--- src/rtl/div_32_seq_if.sv ---
// Operand/result bundle between the control unit and the sequential divider.
// The control unit is the master: it drives the start strobe and both operands
// and watches busy/done to stall and latch the 64-bit result into Z.
interface div_32_seq_if #(
  parameter int WIDTH = 32
);
  logic                   in_start;
  logic [WIDTH-1:0]       in_a;
  logic [WIDTH-1:0]       in_b;
  logic [2*WIDTH-1:0]     out_result;
  logic                   out_busy;
  logic                   out_done;
  logic                   out_div_zero;

  modport master (
    output in_start, in_a, in_b,
    input  out_result, out_busy, out_done, out_div_zero
  );

  modport slave (
    input  in_start, in_a, in_b,
    output out_result, out_busy, out_done, out_div_zero
  );
endinterface

--- src/rtl/div_32_seq.sv ---
// Sequential signed divider for the Mini-SRC div opcode.
// Restoring radix-2 on magnitudes, one quotient bit per cycle, followed by a
// sign-fixup cycle. Result layout matches the ALU: {remainder, quotient}.
// Quotient truncates toward zero; remainder takes the dividend's sign.
// Divide by zero returns quotient = all ones, remainder = dividend, flag set.
module div_32_seq #(
  parameter int WIDTH = 32
) (
  input  logic           in_clk,
  input  logic           in_rst,
  div_32_seq_if.slave    bus
);
  localparam int CW = (WIDTH > 1) ? $clog2(WIDTH) : 1;
  localparam logic [CW-1:0] LAST = CW'(WIDTH - 1);

  typedef enum logic [1:0] {IDLE, DIVIDE, FIXUP, DONE} state_t;

  state_t               state_q;
  logic                 sign_quo_q;
  logic                 sign_rem_q;
  logic [WIDTH-1:0]     quo_q;
  logic [WIDTH-1:0]     divisor_q;
  logic [WIDTH-1:0]     dividend_q;
  logic [WIDTH:0]       rem_q;
  logic [CW-1:0]        count_q;
  logic [2*WIDTH-1:0]   result_q;
  logic                 busy_q;
  logic                 done_q;
  logic                 div_zero_q;

  logic [WIDTH-1:0]     a_abs_d;
  logic [WIDTH-1:0]     b_abs_d;
  logic [WIDTH+1:0]     trial_d;
  logic [WIDTH:0]       rem_d;
  logic [WIDTH-1:0]     quo_d;
  logic [WIDTH-1:0]     quo_fix_d;
  logic [WIDTH-1:0]     rem_fix_d;
  logic                 div_zero_d;

  // Operand magnitudes, one restoring step, and the sign/zero fixup values.
  always_comb begin
    a_abs_d = bus.in_a[WIDTH-1] ? -bus.in_a : bus.in_a;
    b_abs_d = bus.in_b[WIDTH-1] ? -bus.in_b : bus.in_b;

    // Shifted remainder minus divisor, two guard bits so the sign is exact
    // even for a 2^(WIDTH-1) divisor magnitude.
    trial_d = {rem_q, quo_q[WIDTH-1]} - {2'b00, divisor_q};
    if (!trial_d[WIDTH+1]) begin
      rem_d = trial_d[WIDTH:0];
      quo_d = {quo_q[WIDTH-2:0], 1'b1};
    end else begin
      rem_d = {rem_q[WIDTH-1:0], quo_q[WIDTH-1]};
      quo_d = {quo_q[WIDTH-2:0], 1'b0};
    end

    // |b| is zero only when b itself is zero, so the magnitude register
    // doubles as the divide-by-zero detector.
    div_zero_d = (divisor_q == '0);
    if (div_zero_d) begin
      quo_fix_d = '1;
      rem_fix_d = dividend_q;
    end else begin
      quo_fix_d = sign_quo_q ? -quo_q : quo_q;
      rem_fix_d = sign_rem_q ? -rem_q[WIDTH-1:0] : rem_q[WIDTH-1:0];
    end
  end

  // Control FSM with registered outputs; reset abandons any divide in flight.
  always_ff @(posedge in_clk or posedge in_rst) begin
    if (in_rst) begin
      state_q    <= IDLE;
      sign_quo_q <= 1'b0;
      sign_rem_q <= 1'b0;
      quo_q      <= '0;
      divisor_q  <= '0;
      dividend_q <= '0;
      rem_q      <= '0;
      count_q    <= '0;
      result_q   <= '0;
      busy_q     <= 1'b0;
      done_q     <= 1'b0;
      div_zero_q <= 1'b0;
    end else begin
      case (state_q)
        IDLE, DONE: begin
          done_q <= 1'b0;
          if (bus.in_start) begin
            sign_quo_q <= bus.in_a[WIDTH-1] ^ bus.in_b[WIDTH-1];
            sign_rem_q <= bus.in_a[WIDTH-1];
            quo_q      <= a_abs_d;
            divisor_q  <= b_abs_d;
            dividend_q <= bus.in_a;
            rem_q      <= '0;
            count_q    <= '0;
            div_zero_q <= 1'b0;
            busy_q     <= 1'b1;
            state_q    <= DIVIDE;
          end else begin
            state_q    <= IDLE;
          end
        end
        DIVIDE: begin
          rem_q   <= rem_d;
          quo_q   <= quo_d;
          count_q <= count_q + 1'b1;
          if (count_q == LAST) begin
            state_q <= FIXUP;
          end
        end
        FIXUP: begin
          result_q   <= {rem_fix_d, quo_fix_d};
          div_zero_q <= div_zero_d;
          busy_q     <= 1'b0;
          done_q     <= 1'b1;
          state_q    <= DONE;
        end
        default: begin
          state_q <= IDLE;
        end
      endcase
    end
  end

  assign bus.out_result   = result_q;
  assign bus.out_busy     = busy_q;
  assign bus.out_done     = done_q;
  assign bus.out_div_zero = div_zero_q;
endmodule

--- src/flat_wrapper.sv ---
// flat-port wrapper written by rule: the top's interface ports become plain ports
module div_32_seq_flat 
#(
  parameter int WIDTH = 32
)
  (in_clk, in_rst, bus_in_start, bus_in_a, bus_in_b, bus_out_result, bus_out_busy, bus_out_done, bus_out_div_zero);
  div_32_seq_if #(.WIDTH(WIDTH)) bus_i ();
  input  logic in_clk;
  input  logic in_rst;
  input wire logic [$bits(bus_i.in_start)-1:0] bus_in_start;
  input wire logic [$bits(bus_i.in_a)-1:0] bus_in_a;
  input wire logic [$bits(bus_i.in_b)-1:0] bus_in_b;
  output wire logic [$bits(bus_i.out_result)-1:0] bus_out_result;
  output wire logic [$bits(bus_i.out_busy)-1:0] bus_out_busy;
  output wire logic [$bits(bus_i.out_done)-1:0] bus_out_done;
  output wire logic [$bits(bus_i.out_div_zero)-1:0] bus_out_div_zero;
  assign bus_i.in_start = bus_in_start;
  assign bus_i.in_a = bus_in_a;
  assign bus_i.in_b = bus_in_b;
  assign bus_out_result = bus_i.out_result;
  assign bus_out_busy = bus_i.out_busy;
  assign bus_out_done = bus_i.out_done;
  assign bus_out_div_zero = bus_i.out_div_zero;
  div_32_seq #(.WIDTH(WIDTH)) u_core (.in_clk(in_clk), .in_rst(in_rst), .bus(bus_i));
endmodule
--- config.mk ---
export PLATFORM = sky130hd
export DESIGN_NAME = div_32_seq_flat
export DESIGN_NICKNAME = d
export VERILOG_FILES = /design/src/rtl/div_32_seq_if.sv /design/src/rtl/div_32_seq.sv /design/src/flat_wrapper.sv
export SDC_FILE = /design/constraint.sdc
export NUM_CORES = 1
export LEC_CHECK = 0
export ABC_AREA = 0
export CORE_AREA = 2 2 156 158
export CTS_BUF_LIST = sky130_fd_sc_hd__clkbuf_4 sky130_fd_sc_hd__clkbuf_8
export DETAILED_ROUTE_END_ITERATION = 8
export DIE_AREA = 0 0 158 160
export PLACE_DENSITY = 0.74
export REMOVE_ABC_BUFFERS = 1
export SLEW_MARGIN = 20
export SYNTH_ARGS = -nofsm -noshare
export SYNTH_HDL_FRONTEND = slang
export SYNTH_SLANG_ARGS = --single-unit
--- constraint.sdc ---
create_clock -name in_clk -period 12.17 [get_ports in_clk]
set_clock_uncertainty 0.15 [all_clocks]
set_input_delay 1.217 -clock in_clk [delete_from_list [all_inputs] [get_ports in_clk]]
set_output_delay 1.217 -clock in_clk [all_outputs]
set_load 0.02 [all_outputs]
# Word-level counts from Yosys, hierarchy flattened
# Cells that the tools add are included.
# word_totals
regBits	205
out_inout_bits	67
elab_cells	55
in_bits	67
# classes
reduce_logical	8
n_mux	22
bitwise_logic	1
eq_ne	6
addsub	6
# ops
operator	count
2-to-1 mux 32 bit	7
negation 32 bit	4
2-to-1 mux 33 bit	2
case mux 33 bit (2 select lines)	1
case mux 32 bit (2 select lines)	1
subtractor 34 x 32 -> 34 bit	1
zero test 32 bit	1
case mux 5 bit (2 select lines)	1
case mux 1 bit (2 select lines)	3
case mux 2 bit (3 select lines)	1
AND reduction 2 bit	3
adder 5 x 1 -> 5 bit, second input constant	1
== test 5 bit, second input constant	1
2-to-1 mux 5 bit	1
== test 2 bit, second input constant	2
2-to-1 mux 1 bit	4
nonzero test 2 bit	2
== test 2 x 1 -> 1 bit, second input constant	1
zero test 2 bit	1
2-to-1 mux 2 bit	1
inequality test 2 x 1 -> 1 bit, second input constant	1
inequality test 2 bit, second input constant	1
OR reduction 2 bit	1
bitwise XOR 1 bit	1

# Depth between registers and ports, before layout
# logic_depth
depth_word	4
depth_mapped	13
mapped_depth_nobuf	13

# Least setup slack after synthesis
# No wires, ideal clock.
# synth_path
path_type	input-to-reg
from	in bus_in_b[8]
to	reg u_core.divisor_q[29]
required_time_ns	11.889
t_arrival_ns	3.619
path_stages	9
setup_time_ns	0.131
path_buffers	0
setup_slack_ns	8.270
path_cell_list	or4_4 > nor4_4 > nand3_2 > or4_4 > nand2b_4 > or4_4 > o41ai_2 > xor2_1 > o21ai_1
# synth_between
elab_chain_len	2
# synth_lines
item	line_no	rtl
start: declaration	flat_wrapper.sv:12	input wire logic [$bits(bus_i.in_b)-1:0] bus_in_b;
negation 32 bit	div_32_seq.sv:43	b_abs_d = bus.in_b[WIDTH-1] ? -bus.in_b : bus.in_b;
2-to-1 mux 32 bit	div_32_seq.sv:43	
end signal: assignment	div_32_seq.sv:91	divisor_q <= b_abs_d;
end: declaration	div_32_seq.sv:22	logic [WIDTH-1:0] divisor_q;
# No other way between the ends.
# A chain may end at the register's enable or synchronous reset.

# Worst setup path in the final report
# layout_path
from	reg u_core.divisor_q[1]
to	reg u_core.rem_q[4]
# layout_between
elab_chain_len	3
# layout_lines
item	line_no	rtl
subtractor 34 x 32 -> 34 bit	div_32_seq.sv:47	trial_d = {rem_q, quo_q[WIDTH-1]} - {2'b00, divisor_q};
2-to-1 mux 33 bit	div_32_seq.sv:48	if (!trial_d[WIDTH+1]) begin
case mux 33 bit (2 select lines)	div_32_seq.sv:84	case (state_q)
end signal: assignment	div_32_seq.sv:103	rem_q <= rem_d;
end: declaration	div_32_seq.sv:24	logic [WIDTH:0] rem_q;
# No other way between the ends.

==> results.json <==
{
  "outcome": "completed",
  "period_minus_slack_ns": 4.01,
  "cts_tree": "yes",
  "die_area_sq_um": 25300,
  "netlist_instances": 1427,
  "holdBufCountCts": 0,
  "cts_root_buf": "clkbuf_8",
  "drive_gt1_frac": 0.0962,
  "dr.pass1.iters": 5,
  "path_cells": "inv_1 > ha_1 > nor2b_1 > o31a_1 > a311oi_1 > o21ai_1 > a21oi_2 > mux2i_1 > nor2_4 > buf_4 > nor2_1 > a221o_1",
  "grt_max_degree": 140,
  "antennaDiodeCount": 0,
  "cts.htree.levels": 2,
  "die_y_um": 160,
  "power.density_nw_per_um2": 285,
  "yosys_warnings": 0,
  "io_pins": 134,
  "hold_viol_final": 0,
  "globalplace.congestion": 0.855,
  "clock_latency_ns": 0.52,
  "setup_slack_ns": 8.16,
  "yosysSeqAreaShare": 0.398,
  "crit_slowest_cell": "a311oi_1",
  "preCtsSetupSlack_ns": 7.62,
  "cts_resized": 0,
  "cp-start-kind": "flop",
  "cts.clk_slew.worst_paths_ns": 0.06,
  "cp_data_arrival_time_ns": 4.27,
  "ys_async_sr_fraction": 1.00,
  "synth_top_area_share": 0.398,
  "drc": 0,
  "overflow": 0,
  "grt.total_usage": 0.237,
  "cts_buffers": 36,
  "die_x_um": 158,
  "ant_nets": 0,
  "wl_per_cell_um": 15.9,
  "grt_pass1_wl_mm": 49.4,
  "post_drt_via_cell_ratio": 5.64,
  "required_ns": 12.43,
  "fin_setup_tns_ns": 0,
  "area_growth_pct": 18.2,
  "nNetsFinal": 1645,
  "wl_mm": 29.9,
  "maxSlewHeadroom": 0.232,
  "clk_path_buf_depth": 3,
  "cp_top_family": "compound AO/OA/AOI/OAI gates",
  "post-cts-setup-buffers": 0,
  "crit_fanout": 36,
  "hpwl_mm": 21.7,
  "cp_num_buf_inv": 2,
  "initial_core_util": 0.538,
  "ir_worst_vdd_mv": 0.168,
  "worst_pin_slew_ns": 1.14,
  "synth_ff_type": "dfrtp_1",
  "io_buffers": 133,
  "fmax_mhz": 249,
  "synth-edff-count": 0,
  "synth-seq-cells": 204,
  "avgSynthCellArea_sq_um": 8.99,
  "first_global_vias": 10100,
  "finalCritPeriodShare": 0.330,
  "synthTopCellsByArea": "dfrtp_1, o21ai_0, nand2_1",
  "vias": 10600,
  "dr.first_iter.drc_count": 525,
  "cpPeakStageDelay_ns": 0.59,
  "grt_setup_unrepaired": "false",
  "crit_path_end_kind": "flop",
  "setup_viol": 0,
  "critical_path_class": "reg2reg",
  "cap_violations": 0,
  "cts.sinks": 204,
  "yosysTopAreaCell": "dfrtp_1",
  "drv_slew": 0,
  "mappedNetlistArea_sq_um": 12800,
  "rows": 57,
  "power.leakage_nw": 6.48,
  "antenna_found_initial": 1,
  "hold_path_class": "reg2reg",
  "core_sq_um": 23800,
  "ys_types": 64
}
worst min-delay path: cells and delay by family, from the launching register on:
family        cells  cell delay, ns
flops             1            0.35
simple gates      2            0.10
synth_stat cells, types with 16 or more instances:
| master | instances |
|---|---|
| nor4_1 | 18 |
| inv_1 | 56 |
| o22a_1 | 23 |
| xor2_1 | 80 |
| nor2_1 | 82 |
| o21ai_1 | 19 |
| clkbuf_1 | 53 |
| dfrtp_1 | 204 |
| mux2_2 | 56 |
| mux2i_1 | 37 |
| nor3_1 | 18 |
| xnor2_1 | 64 |
| o41ai_1 | 16 |
| o21ai_0 | 156 |
| nand2_1 | 195 |
| o31ai_1 | 32 |
| ha_1 | 41 |
| a21oi_1 | 72 |
final cells by class:
cell class                      instances  area [sq um]
Tap cell                              324           405
Inverter                               56           218
Clock buffer                           53           673
Fill cell                            2071          8660
Multi-Input combinational cell       1097          7280
Sequential cell                       204          5100
Timing Repair Buffer                  141          1380
Clock inverter                          9          95.1
metal layers:
metal | track usage | vias to the layer above | share of wire
li1 | - | 5340 | -
met1 | 0.319 | 5017 | 0.47
met2 | 0.399 | 215 | 0.47
met3 | 0.0331 | 55 | 0.036
met4 | 0.0700 | 2 | 0.024
met5 | 0 | - | 0.00043
cells by family after synthesis:
family / after synthesis / synth area share
multiplexers: 93 / 0.0780
XOR/XNOR: 144 / 0.0983
buffers and inverters: 126 / 0.0373
AND/OR/NAND/NOR: 413 / 0.152
flip-flops: 204 / 0.398
AO/OA/AOI/OAI: 405 / 0.195
adder cells (fa/ha/maj): 42 / 0.0416
layout by cell type (no fill, tap or decap), types with 13 or more instances in the layout:
cell             count
a21oi_1             72
a31oi_1             15
dfrtp_1            204
o31ai_1             32
ha_1                39
o21ai_1             19
mux2i_1             37
nor3_1              18
nand4_1             13
nor2_1              80
nand2b_1            15
or4_1               13
o21ai_0            155
o41ai_1             16
nand2_1            194
nor4_1              18
mux2_2              56
nand3_1             14
clkbuf_8            44
a21o_1              14
xnor2_1             64
xor2_1              80
clkdlybuf4s50_1    131
o22a_1              23
inv_1               55
final timing paths:
kind                            slack, ns                start                   endpoint  cells past startpoint
worst max register to register       8.16  u_core.divisor_q[1]            u_core.rem_q[4]                     12
worst max-delay path                 8.16  u_core.divisor_q[1]            u_core.rem_q[4]                     12
min in group asynchronous            1.16               in_rst   u_core.bus.out_result[6]                      2
worst min-delay path                 0.33    u_core.count_q[4]          u_core.count_q[4]                      2
worst min register to register       0.33    u_core.count_q[4]          u_core.count_q[4]                      2
max in group asynchronous            9.35               in_rst  u_core.bus.out_result[31]                      3
registers in the layout (all words and copies together), names as in the netlist, 2 cells and up:
signal                 count
u_core.count_q             5
u_core.quo_q              32
u_core.state_q             2
u_core.dividend_q         32
u_core.divisor_q          32
u_core.bus.out_result     64
u_core.rem_q              33
through the flow:
| step | util | std cells | instance area (sq um) | power [mW] | hold WS, ns |
|---|---|---|---|---|---|
| after floorplan | - | 1357 | 12600 | 2.96 | 0.295 |
| after global routing | 0.636 | 1884 | 15200 | 4.67 | 0.358 |
| after global placement | 0.605 | 1822 | 14400 | 3.58 | 0.306 |
| final | 0.636 | 1884 | 15200 | 4.31 | 0.328 |
| after CTS | 0.637 | 1884 | 15200 | 4.34 | 0.331 |
| after detailed placement | 0.605 | 1822 | 14400 | 3.65 | 0.317 |
power breakdown:
part / internal, mW / leakage (nW) / total, mW / switching [mW]
combinational: 1.06 / 3.57 / 2.37 / 1.31
clock: 0.396 / 0.413 / 0.671 / 0.274
sequential: 0.988 / 2.50 / 1.28 / 0.289
Note: power is estimated with default switching activity, not from simulation.
